## config.mk

```make
export PLATFORM = sky130hd
export DESIGN_NAME = divider16by8_seq_flat
export DESIGN_NICKNAME = d
export VERILOG_FILES = /design/src/rtl/divider16by8_seq_if.sv /design/src/rtl/divider16by8_seq.sv /design/src/flat_wrapper.sv
export SDC_FILE = /design/constraint.sdc
export NUM_CORES = 1
export LEC_CHECK = 0
export ABC_AREA = 1
export BUFFER_PORTS_ARGS = -buffer_cell sky130_fd_sc_hd__buf_2
export CAP_MARGIN = 20
export CORE_MARGIN = 2
export CORE_UTILIZATION = 40
export DETAILED_ROUTE_END_ITERATION = 16
export PLACE_DENSITY = 0.65
export SYNTH_ARGS = -nofsm -noshare
export SYNTH_HDL_FRONTEND = slang
export SYNTH_SLANG_ARGS = --single-unit
```

## constraint.sdc

```tcl
create_clock -name CLK -period 4.1 [get_ports CLK]
set_input_delay 0.205 -clock CLK [delete_from_list [all_inputs] [get_ports CLK]]
set_output_delay 0.205 -clock CLK [all_outputs]
set_load 0.03 [all_outputs]
```

## src/rtl/divider16by8_seq_if.sv

```systemverilog
// Start/done handshake bundle shared by the sequential divider and its controller.
// Same S/PRONTO protocol as the ROM multiplier so both can be chained.
interface divider16by8_seq_if;
    logic        S;
    logic [15:0] dividend;
    logic [7:0]  divisor;
    logic [15:0] quotient;
    logic [7:0]  remainder;
    logic        ERRO;
    logic        BUSY;
    logic        PRONTO;

    modport master (
        output S, dividend, divisor,
        input  quotient, remainder, ERRO, BUSY, PRONTO
    );

    modport slave (
        input  S, dividend, divisor,
        output quotient, remainder, ERRO, BUSY, PRONTO
    );
endinterface

```

## src/rtl/divider16by8_seq.sv

```systemverilog
// Sequential restoring divider, 16-bit / 8-bit unsigned, one quotient bit per clock.
// A zero divisor skips iteration and reports quotient=FFFF, remainder=0, ERRO=1.
module divider16by8_seq (
    input  logic                 CLK,
    input  logic                 RESET,
    divider16by8_seq_if.slave    bus
);
    typedef enum logic [1:0] {
        IDLE  = 2'd0,
        CHECK = 2'd1,
        ITER  = 2'd2,
        DONE  = 2'd3
    } state_t;

    state_t      state;
    logic [15:0] wq;
    logic [7:0]  yd;
    logic [8:0]  r;
    logic [3:0]  cnt;
    logic        dz;

    logic [15:0] quotient_q;
    logic [7:0]  remainder_q;
    logic        erro_q;
    logic        busy_q;
    logic        pronto_q;

    logic [9:0]  shifted;
    logic        borrow;
    logic [8:0]  t;

    // Borrow is a full-width compare so R[8] participates even though it stays 0.
    always_comb begin
        shifted = {r, wq[15]};
        borrow  = (shifted < {2'b00, yd});
        t       = shifted[8:0] - {1'b0, yd};
    end

    always_ff @(posedge CLK or negedge RESET) begin
        if (!RESET) begin
            state       <= IDLE;
            wq          <= '0;
            yd          <= '0;
            r           <= '0;
            cnt         <= '0;
            dz          <= 1'b0;
            quotient_q  <= '0;
            remainder_q <= '0;
            erro_q      <= 1'b0;
            busy_q      <= 1'b0;
            pronto_q    <= 1'b0;
        end else begin
            pronto_q <= 1'b0;
            case (state)
                IDLE: begin
                    if (bus.S) begin
                        wq     <= bus.dividend;
                        yd     <= bus.divisor;
                        r      <= '0;
                        cnt    <= '0;
                        dz     <= 1'b0;
                        busy_q <= 1'b1;
                        erro_q <= 1'b0;
                        state  <= CHECK;
                    end
                end
                CHECK: begin
                    if (yd == '0) begin
                        dz    <= 1'b1;
                        state <= DONE;
                    end else begin
                        state <= ITER;
                    end
                end
                ITER: begin
                    if (!borrow) begin
                        r  <= t;
                        wq <= {wq[14:0], 1'b1};
                    end else begin
                        r  <= shifted[8:0];
                        wq <= {wq[14:0], 1'b0};
                    end
                    cnt <= cnt + 4'd1;
                    if (cnt == 4'd15) state <= DONE;
                end
                DONE: begin
                    if (dz) begin
                        quotient_q  <= '1;
                        remainder_q <= '0;
                        erro_q      <= 1'b1;
                    end else begin
                        quotient_q  <= wq;
                        remainder_q <= r[7:0];
                        erro_q      <= 1'b0;
                    end
                    pronto_q <= 1'b1;
                    busy_q   <= 1'b0;
                    state    <= IDLE;
                end
                default: state <= IDLE;
            endcase
        end
    end

    assign bus.quotient  = quotient_q;
    assign bus.remainder = remainder_q;
    assign bus.ERRO      = erro_q;
    assign bus.BUSY      = busy_q;
    assign bus.PRONTO    = pronto_q;
endmodule

```

## src/flat_wrapper.sv

```systemverilog
// flat-port wrapper written by rule: the top's interface ports become plain ports
module divider16by8_seq_flat 
  (CLK, RESET, bus_S, bus_dividend, bus_divisor, bus_quotient, bus_remainder, bus_ERRO, bus_BUSY, bus_PRONTO);
  divider16by8_seq_if bus_i ();
  input  logic CLK;
  input  logic RESET;
  input wire logic [$bits(bus_i.S)-1:0] bus_S;
  input wire logic [$bits(bus_i.dividend)-1:0] bus_dividend;
  input wire logic [$bits(bus_i.divisor)-1:0] bus_divisor;
  output wire logic [$bits(bus_i.quotient)-1:0] bus_quotient;
  output wire logic [$bits(bus_i.remainder)-1:0] bus_remainder;
  output wire logic [$bits(bus_i.ERRO)-1:0] bus_ERRO;
  output wire logic [$bits(bus_i.BUSY)-1:0] bus_BUSY;
  output wire logic [$bits(bus_i.PRONTO)-1:0] bus_PRONTO;
  assign bus_i.S = bus_S;
  assign bus_i.dividend = bus_dividend;
  assign bus_i.divisor = bus_divisor;
  assign bus_quotient = bus_i.quotient;
  assign bus_remainder = bus_i.remainder;
  assign bus_ERRO = bus_i.ERRO;
  assign bus_BUSY = bus_i.BUSY;
  assign bus_PRONTO = bus_i.PRONTO;
  divider16by8_seq u_core (.CLK(CLK), .RESET(RESET), .bus(bus_i));
endmodule
```

==> impl_metrics.toml, run 1 <==
[route]
postRouteWirelength_um = 7320
drt-pass1-iter-count = 4
dr_total_vias = 2728
violation_count_after_the_first_detailed_routing_iteration = 147
routed_wirelength_normalized_by_instance_count_um = 12.9
final_antenna_net_count = 0
drcViolationCount = 0
detail_route.vias_per_cell = 4.82

[grt]
number_of_global_route_vias_before_repair = 2511
first_pass_grt_wire_length_um = 11900
grt-ovfl-total = 0
number_of_antenna_violations_at_the_first_check_in_global_routing = 0
grt_max_degree = 45
grt_use_total_pct = 17.2

[cells_and_area]
layout.cells.most_common = "sky130_fd_sc_hd__nand2_1"
synth_to_final_area_change_pct = 17.3
final_layout_size_suffix_gt1_share_pct = 18.7
nFillCells = 814
fin_nets = 497
commonest_cells_after_routing_fill_and_taps_aside = "sky130_fd_sc_hd__nand2_1 (95), sky130_fd_sc_hd__dfrtp_1 (67), sky130_fd_sc_hd__inv_1 (62)"
final_util_pct = 48.0
multi_input_gate_area_in_the_final_layout_um2 = 1350
storage_element_area_um2 = 1680
finalInstanceArea_um2 = 3930
antenna_cells_inserted = 0

[cts]
postCtsHoldBufs = 0
number_of_buffers_created_by_cts = 9
clock_tree_from_tritoncts = "yes"
postCtsSetupRepairBufs = 0
ctsHtreeMaxLevel = 3
source_to_sink_clock_delay_at_the_later_pin_of_the_worst_skew_pair_ns = 0.36
cts_max_path_buffers = 2
cts_num_sinks = 67
cts_root_buf = "sky130_fd_sc_hd__clkbuf_8"
post_cts_resized = 0
clk_transition_reported_paths_ns = 0.08

[pwr]
p_leak_nw = 2.02
worst_ir_drop_vdd_uv = 321
cellPowerDensity_nw_per_um2 = 978

[synth]
synthesis.yosys.warnings = 0
synthesis.area_um2 = 3350
synthesized_net_count = 441
ys_ff_latch = 67
syn-mean-instance-area_um2 = 8.36
synth-seq-area-share_pct = 50.1
ys_types = 31
postSynthCellCount = 400

[flow_run]
reported_max_cap_violation_count = 0

[sta]
clock-skew-final_ns = 0.00890
report.final.hold_viol_count = 0
setup_viol_count_final = 0
worstMarginPinSlew_ns = 0.824
max_slew_margin_pct = 45.0
max_freq_mhz = 375
fin_tns_setup_ns = 0
min_period_over_period_pct = 65.1
rsz0062_at_grt = "false"
drv_slew = 0
post-route-min-period_ns = 2.67

[critical_path]
cell_by_cell_trace_of_the_critical_path = "ha_1 -> inv_2 -> nor2_2 -> inv_1 -> o21ai_0"
critical_path.slowest_cell = "sky130_fd_sc_hd__ha_1"
crit_path_end_kind = "register"
cp-start-kind = "register"
crit_fanout = 19
worst_path_largest_cell_delay_ns = 0.71
path_class = "reg -> reg"
cp.arrival_ns = 2.94
crit_required_ns = 4.37

[placement]
routabilityCongestion = 0.806
place.detailed.hpwl_um = 5080
buffer_ports.inserted = 53
place_area_um2 = 3680

[floorplanning]
dieWidth_um = 95.5
io_pins = 54
fp.coreArea_um2 = 8180
initial_standard_cell_utilization_of_the_core_pct = 40.9
die_area_um2 = 9110
placementRows = 33
die_y_um = 95.5

[hold_path]
worst_hold_path_type = "in -> reg"

[status]
outcome = "complete, no violations"
-- worst max-delay path, delay by kind of cell, from the launching register on --
kind | cells | cell delay, ns
AO/OA/AOI/OAI | 1 | 0.25
adder cells (fa/ha/maj) | 1 | 0.71
buffers and inverters | 2 | 0.54
flip-flops | 1 | 0.39
AND/OR/NAND/NOR | 1 | 0.69
-- worst paths after layout --
check / start / to / slack (ns) / cells past startpoint
min: bus_divisor[6] / u_core.yd[6]$_DFFE_PN0P_ / 0.05 / 3
max: u_core.state[1]$_DFFE_PN0P_ / u_core.bus.remainder[7]$_DFFE_PN0P_ / 1.43 / 5
min in group asynchronous: RESET / u_core.r[7]$_DFFE_PN0P_ / 0.32 / 2
min reg2reg: u_core.bus.remainder[0]$_DFFE_PN0P_ / u_core.bus.remainder[0]$_DFFE_PN0P_ / 0.48 / 2
max reg2reg: u_core.state[1]$_DFFE_PN0P_ / u_core.bus.remainder[7]$_DFFE_PN0P_ / 1.43 / 5
max in group asynchronous: RESET / u_core.yd[7]$_DFFE_PN0P_ / 3.10 / 3
-- cells in the mapped netlist (all sizes together) --
| library cell | number | share of area [%] |
|---|---|---|
| nand2 | 97 | 11 |
| dfrtp | 67 | 50 |
| inv | 65 | 7.3 |
| o21ai | 34 | 5.2 |
| nor2 | 31 | 3.7 |
| a21oi | 26 | 3.9 |
| nand3 | 18 | 3.2 |
| o211ai | 15 | 3.4 |
| ha | 13 | 4.9 |
| buf | 9 | 1.8 |
| nand4 | 7 | 1.3 |
| clkbuf | 4 | 0.49 |
| o22ai | 3 | 0.56 |
| nand3b | 2 | 0.45 |
| or2 | 2 | 0.45 |
| xor2 | 2 | 0.52 |
| a21boi | 1 | 0.22 |
| a22o | 1 | 0.26 |
| a22oi | 1 | 0.37 |
| fa | 1 | 0.60 |
| xnor2 | 1 | 0.26 |
-- area by class of cell --
class,count,share of cell area [%]
clock buffer,9,3.16
clock inverter,7,1.94
inverter,65,6.22
multi-input combinational,255,34.3
sequential,67,42.7
tap,105,3.35
timing repair buffer,58,8.29
-- per-stage QoR --
stage	std cells	hold slack, ns	setup WS [ns]	power (mW)
6_report	566	0.0493	1.43	3.84
5_1_grt	566	0.0443	1.18	4.24
4_1_cts	563	0.0332	1.35	3.85
3_5_place_dp	547	0.417	1.38	3.26
3_3_place_gp	547	0.412	1.50	3.21
2_1_floorplan	400	-0.0906	2.40	2.81
-- cells by family after synthesis --
logic type      Yosys count  share of synthesized area [%]
xor+xnor                  3                          0.785
buf+inv                  78                           9.61
simple gates            157                           20.2
compound gates           81                           13.9
fa+ha+maj                14                           5.46
flops                    67                           50.1
-- sequential cells by signal (all words and copies together) (netlist names) --
name / cells
u_core.bus.PRONTO: 1
u_core.r: 9
u_core.bus.ERRO: 1
u_core.bus.quotient: 16
u_core.wq: 16
u_core.bus.remainder: 8
u_core.state: 2
u_core.bus.BUSY: 1
u_core.cnt: 4
u_core.yd: 8
u_core.dz: 1
-- where the power goes --
part,switching [mW],internal [mW]
registers,0.157,0.985
logic,1.42,0.710
clock network,0.286,0.284
-- routing by layer --
layer  share of wire [%]  vias up  track usage [%]  wire (µm)
met5                   0        -                0          0
met4                 1.5        0             5.95        110
met3                 5.3       12             5.93        390
met2                  42       60             25.1       3100
met1                  51     1264             23.8       3720
li1                    -     1392                -          -
(Power assumes the default switching activity.)
==> run 2: changes to the inputs <==
Settings changed: PLACE_DENSITY 0.65 to 0.67.
Clock period 4.1 ns to 2.2 ns, I/O delays scaled along.
==> impl_metrics.toml, run 2 (synthesis results as in run 1) <==
[critical_path]
worst_path_most_repeated_cell = "sky130_fd_sc_hd__nand2_1"
cp-start-kind = "register"
crit_required_ns = 2.44
worst_path_largest_cell_delay_ns = 0.40
crit_fanout = 9
path_class = "reg -> reg"
cell_by_cell_trace_of_the_critical_path = "ha_1 -> fa_1 -> inv_1 -> nand2_1 -> nand2_1 -> nand3_2 -> nand3_4 -> nand3_1 -> nand2_1 -> nand2_1"
critical_path.slowest_cell = "sky130_fd_sc_hd__fa_1"
crit_path_end_kind = "register"
cp.arrival_ns = 2.10

[cts]
cts_num_sinks = 67
ctsHtreeMaxLevel = 3
clock_tree_from_tritoncts = "yes"
number_of_buffers_created_by_cts = 9
source_to_sink_clock_delay_at_the_later_pin_of_the_worst_skew_pair_ns = 0.35
clk_transition_reported_paths_ns = 0.08
cts_root_buf = "sky130_fd_sc_hd__clkbuf_8"
cts_max_path_buffers = 2
postCtsSetupRepairBufs = 0

[grt]
grt_max_degree = 68
grt_use_total_pct = 17.5
number_of_antenna_violations_at_the_first_check_in_global_routing = 0
number_of_global_route_vias_before_repair = 2669
first_pass_grt_wire_length_um = 12300
grt-ovfl-total = 0

[sta]
fin_tns_setup_ns = 0
final_critical_path_setup_slack_ns = 0.340
clock-skew-final_ns = 0.0135
max_freq_mhz = 538
setup_viol_count_final = 0
report.final.hold_viol_count = 0
rsz0062_at_grt = "false"
min_period_over_period_pct = 84.5
max_slew_margin_pct = 54.9
worstMarginPinSlew_ns = 0.674
post-route-min-period_ns = 1.86
drv_slew = 0

[route]
dr_total_vias = 2788
final_antenna_net_count = 0
drt-pass1-iter-count = 4
violation_count_after_the_first_detailed_routing_iteration = 149
detail_route.vias_per_cell = 4.80
routed_wirelength_normalized_by_instance_count_um = 12.8
drcViolationCount = 0
postRouteWirelength_um = 7460

[pwr]
power_mw = 7.21
cellPowerDensity_nw_per_um2 = 1770
worst_ir_drop_vdd_uv = 551
p_leak_nw = 2.08

[floorplanning]
die_y_um = 95.5
fp.coreArea_um2 = 8180
dieWidth_um = 95.5
initial_standard_cell_utilization_of_the_core_pct = 40.9
io_pins = 54
die_area_um2 = 9110
placementRows = 33

[cells_and_area]
post_layout_nonfiller_instances = 581
antenna_cells_inserted = 0
synth_to_final_area_change_pct = 21.5
final_layout_size_suffix_gt1_share_pct = 18.3
commonest_cells_after_routing_fill_and_taps_aside = "sky130_fd_sc_hd__nand2_1 (95), sky130_fd_sc_hd__dfrtp_1 (67), sky130_fd_sc_hd__inv_1 (62)"
nFillCells = 779
finalInstanceArea_um2 = 4070
layout.cells.most_common = "sky130_fd_sc_hd__nand2_1"
fin_nets = 512

[placement]
place.detailed.hpwl_um = 5240
placement.setup.worst_slack_ns = 0.346
placed_insts = 550
routabilityCongestion = 0.861
buffer_ports.inserted = 53
place_area_um2 = 3710

[hold_path]
worst_hold_path_type = "in -> reg"

[status]
outcome = "complete, no violations"

[flow_run]
reported_max_cap_violation_count = 0
==> run 2: worst paths after layout <==
check / from / endpoint / slack, ns / cells past startpoint
setup / recovery: u_core.yd[0]$_DFFE_PN0P_ / u_core.r[7]$_DFFE_PN0P_ / 0.34 / 10
min in group asynchronous: RESET / u_core.wq[11]$_DFFE_PN0P_ / 0.31 / 3
setup reg to reg: u_core.yd[0]$_DFFE_PN0P_ / u_core.r[7]$_DFFE_PN0P_ / 0.34 / 10
hold reg to reg: u_core.bus.remainder[6]$_DFFE_PN0P_ / u_core.bus.remainder[6]$_DFFE_PN0P_ / 0.48 / 2
hold / removal: bus_dividend[6] / u_core.wq[6]$_DFFE_PN0P_ / 0.01 / 3
max in group asynchronous: RESET / u_core.yd[1]$_DFFE_PN0P_ / 1.60 / 3
==> run 2: critical path: cells and delay by family, from the launching register on <==
family	cells	cell delay (ns)
adders and majority gates	2	0.63
buffers and inverters	1	0.07
DFF	1	0.38
and+or+nand+nor	7	0.66
==> run 2: area by class of cell <==
type / instances / area (µm²) / share of cell area [%]
inverters: 65 / 244 / 6.00
multi-input cells: 255 / 1350 / 33.1
well taps: 105 / 131 / 3.23
repair buffers: 73 / 465 / 11.4
flip-flops and latches: 67 / 1680 / 41.2
clock buffers: 9 / 124 / 3.05
clock inverters: 7 / 76.3 / 1.88
==> run 2: where the power goes <==
part / internal (mW) / switching [mW] / total (mW) / leakage, nW
Sequential: 1.84 / 0.306 / 2.14 / 0.810
Clock: 0.529 / 0.517 / 1.05 / 0.0958
Combinational: 1.35 / 2.68 / 4.02 / 1.17
==> run 2: what timing repair did <==
action,in CTS,in global routing
hold buffers,15,0
endpoints found under the hold margin,81,0
gates resized for setup,0,0
endpoints found under the setup margin,0,0
==> run 2: per-stage QoR <==
| step | util [%] | hold WS (ns) |
|---|---|---|
| floorplan | - | -0.186 |
| global placement | 45.4 | 0.158 |
| detailed placement | 45.4 | 0.161 |
| CTS | 49.7 | 0.00444 |
| global route | 49.7 | 0.0313 |
| finish | 49.7 | 0.0142 |
==> run 2: per-layer routing <==
| layer | vias to the layer above | GRT usage, % | wire length (µm) |
|---|---|---|---|
| met5 | - | 0 | 0 |
| met4 | 0 | 5.36 | 63 |
| met3 | 6 | 4.03 | 345 |
| met2 | 62 | 26.9 | 3360 |
| met1 | 1303 | 24.5 | 3700 |
| li1 | 1417 | - | - |
==> run 3: changes to the inputs <==
Settings changed: ABC_AREA 1 to 0.
Clock period 2.2 ns to 1.6 ns, I/O delays scaled along.
==> impl_metrics.toml, run 3 <==
[critical_path]
path_class = "reg -> reg"
crit_path_end_kind = "register"
crit_fanout = 6
worst_path_largest_cell_delay_ns = 0.42
cp.buffers_inverters = 1
crit_required_ns = 1.81
cp.arrival_ns = 2.39
cp-start-kind = "register"
r2r_setup_slack_ns = -0.58
r2r-start = "u_core.r[1]$_DFFE_PN0P_"
critical_path.slowest_cell = "sky130_fd_sc_hd__nor4_4"
timing.rr.end = "u_core.r[4]$_DFFE_PN0P_"
critical-path-top-delay-family = "simple AND/OR/NAND/NOR gates"
cell_by_cell_trace_of_the_critical_path = "ha_1 -> nor2_1 -> a211oi_4 -> buf_12 -> nor4_4 -> mux2i_1 -> o21ai_1"
r2r_cells = 7

[cts]
cts_num_sinks = 67
cts_max_path_buffers = 2
cts_root_buf = "sky130_fd_sc_hd__clkbuf_8"
clk_transition_reported_paths_ns = 0.08
number_of_buffers_created_by_cts = 9
source_to_sink_clock_delay_at_the_later_pin_of_the_worst_skew_pair_ns = 0.34
clock_tree_from_tritoncts = "yes"
ctsHtreeMaxLevel = 3

[pwr]
pwr-share-comb_pct = 60.0
proportion_of_total_power_due_to_net_switching_pct = 43.0
cell_internal_pwr_mw = 6.21
cellPowerDensity_nw_per_um2 = 2370
net-switching-power_mw = 4.68
worst_ir_drop_vdd_uv = 1090
p_leak_nw = 2.20
p_seq_share_pct = 26.8
power_mw = 10.9
pwr-share-clk_pct = 13.2

[hold_path]
hold-path-endpoint = "u_core.wq[10]$_DFFE_PN0P_"
hold_start = "bus_dividend[10]"
min_delay_path_depth = 3
worst_hold_path_type = "in -> reg"

[cells_and_area]
final_layout_size_suffix_gt1_share_pct = 34.6
antenna_cells_inserted = 0
post_layout_nonfiller_instances = 567
synth_to_final_area_change_pct = 37.8
fin_nets = 498
commonest_cells_after_routing_fill_and_taps_aside = "sky130_fd_sc_hd__dfrtp_1 (67), sky130_fd_sc_hd__buf_2 (53), sky130_fd_sc_hd__buf_4 (53)"
layout.cells.most_common = "sky130_fd_sc_hd__dfrtp_1"
final_util_pct = 56.5

[grt]
number_of_antenna_violations_at_the_first_check_in_global_routing = 0
grt_use_total_pct = 18.6
number_of_global_route_vias_before_repair = 2829
first_pass_grt_wire_length_um = 13100
grt_max_degree = 68
grt-ovfl-total = 0

[status]
outcome = "complete, but fails checks"
violations = "negative setup slack"

[synth]
ys_ff_latch = 67
syn-mean-instance-area_um2 = 9.78
synthesis.area_um2 = 3340
synthesized_net_count = 382
post-synth-top-count-cell = "sky130_fd_sc_hd__dfrtp_1"
postSynthCellCount = 341
synth_async_sr_flop_share_pct = 100
synthDominantCellAreaShare_pct = 50.3
ys_types = 45
yosys-top-cells-area = "sky130_fd_sc_hd__dfrtp_1 (50%), sky130_fd_sc_hd__mux2i_1 (6.3%), sky130_fd_sc_hd__ha_1 (4.9%), sky130_fd_sc_hd__nand2_1 (4.3%), sky130_fd_sc_hd__nor2_1 (4.1%)"
yosys_most_used_dff = "sky130_fd_sc_hd__dfrtp_1"
synth-seq-area-share_pct = 50.3
synth_common_cells = "sky130_fd_sc_hd__dfrtp_1 (67), sky130_fd_sc_hd__nand2_1 (38), sky130_fd_sc_hd__nor2_1 (36)"
synth-edff-count = 0
netlist.top_cell.by_area = "sky130_fd_sc_hd__dfrtp_1"
synthesis.yosys.warnings = 0

[sta]
post-route-min-period_ns = 2.18
report.final.hold_viol_count = 0
setup_viol_count_final = 10
rsz0062_at_grt = "true"
max_slew_margin_pct = 68.4
fin_tns_setup_ns = -5.13
clock-skew-final_ns = 0.00896
final_critical_path_setup_slack_ns = -0.581
min_period_over_period_pct = 136
worstMarginPinSlew_ns = 0.471
drv_slew = 0
max_freq_mhz = 458

[floorplanning]
die_area_um2 = 9090
die_y_um = 95.3
dieWidth_um = 95.3
io_pins = 54
placementRows = 33
initial_standard_cell_utilization_of_the_core_pct = 41.0
fp.coreArea_um2 = 8130

[route]
violation_count_after_the_first_detailed_routing_iteration = 195
routed_wirelength_normalized_by_instance_count_um = 14.2
postRouteWirelength_um = 8040
final_antenna_net_count = 0
drcViolationCount = 0
drt-pass1-iter-count = 4
detail_route.vias_per_cell = 5.03
dr_total_vias = 2851

[placement]
place.detailed.hpwl_um = 5540
routabilityCongestion = 0.822
buffer_ports.inserted = 53
placed_insts = 535
placement.setup.worst_slack_ns = -0.562

[flow_run]
reported_max_cap_violation_count = 0
-- run 3: cell families after synthesis --
family,after synthesis,share of synthesized area [%]
AND/OR/NAND/NOR,102,14.0
AO/OA/AOI/OAI,85,15.5
flip-flops,67,50.3
buffers and inverters,40,4.69
multiplexers,30,9.34
adder cells (fa/ha/maj),14,5.48
XOR/XNOR,3,0.788
-- run 3: power by group through the flow --
stage               clock network, mW  logic [mW]  registers, mW
floorplan                           0        3.24           3.49
global placement                    0        5.82           2.93
detailed placement                  0        5.94           2.95
CTS                              1.47        6.24           2.92
global route                     1.55        7.15           3.01
finish                           1.44        6.53           2.93
-- run 3: cell type report --
class	instances	area, µm²
Fill cell	701	3540
Sequential cell	67	1680
Multi-Input combinational cell	235	1650
Timing Repair Buffer	122	858
Clock buffer	10	138
Tap cell	105	131
Inverter	22	82.6
Clock inverter	6	65.1
-- run 3: how the worst max path moves through the flow --
stage / from / endpoint / slack, ns / cells past startpoint
CTS: u_core.wq[15]$_DFFE_PN0P_ / u_core.r[4]$_DFFE_PN0P_ / -0.54 / 9
global placement: u_core.yd[0]$_DFFE_PN0P_ / u_core.r[6]$_DFFE_PN0P_ / -0.49 / 7
global route: u_core.wq[15]$_DFFE_PN0P_ / u_core.r[4]$_DFFE_PN0P_ / -0.66 / 9
detailed placement: u_core.r[1]$_DFFE_PN0P_ / u_core.r[7]$_DFFE_PN0P_ / -0.56 / 7
finish: u_core.r[1]$_DFFE_PN0P_ / u_core.r[4]$_DFFE_PN0P_ / -0.58 / 7
floorplan: u_core.wq[15]$_DFFE_PN0P_ / u_core.r[6]$_DFFE_PN0P_ / -0.45 / 8
-- run 3: layer usage --
metal	track usage [%]	share of wire (%)	vias up
met5	0	0	-
met4	5.43	1.2	0
met3	4.66	5.4	10
met2	30.4	47	90
met1	24.4	46	1333
li1	-	-	1418
-- run 3: metrics by stage --
stage	cell area, µm²	hold WS, ns
3_5_place_dp	4140	0.132
6_report	4600	0.0290
5_1_grt	4600	0.0188
4_1_cts	4520	0.0179
2_1_floorplan	3390	-0.216
3_3_place_gp	4140	0.130
-- run 3: worst min-delay path, cell delays in order --
cell and delay [ns]:
sky130_fd_sc_hd__buf_2 0.08, sky130_fd_sc_hd__mux2i_1 0.05, sky130_fd_sc_hd__o21ai_1 0.11
-- run 3: timing repair --
action                                  in CTS  in global routing
gates cloned                                 1                  0
hold buffers                                 9                  0
setup buffers                                4                  2
endpoints found under the hold margin       75                  0
gates resized for setup                      6                 16
pin swaps                                    5                  5
endpoints found under the setup margin      25                 26
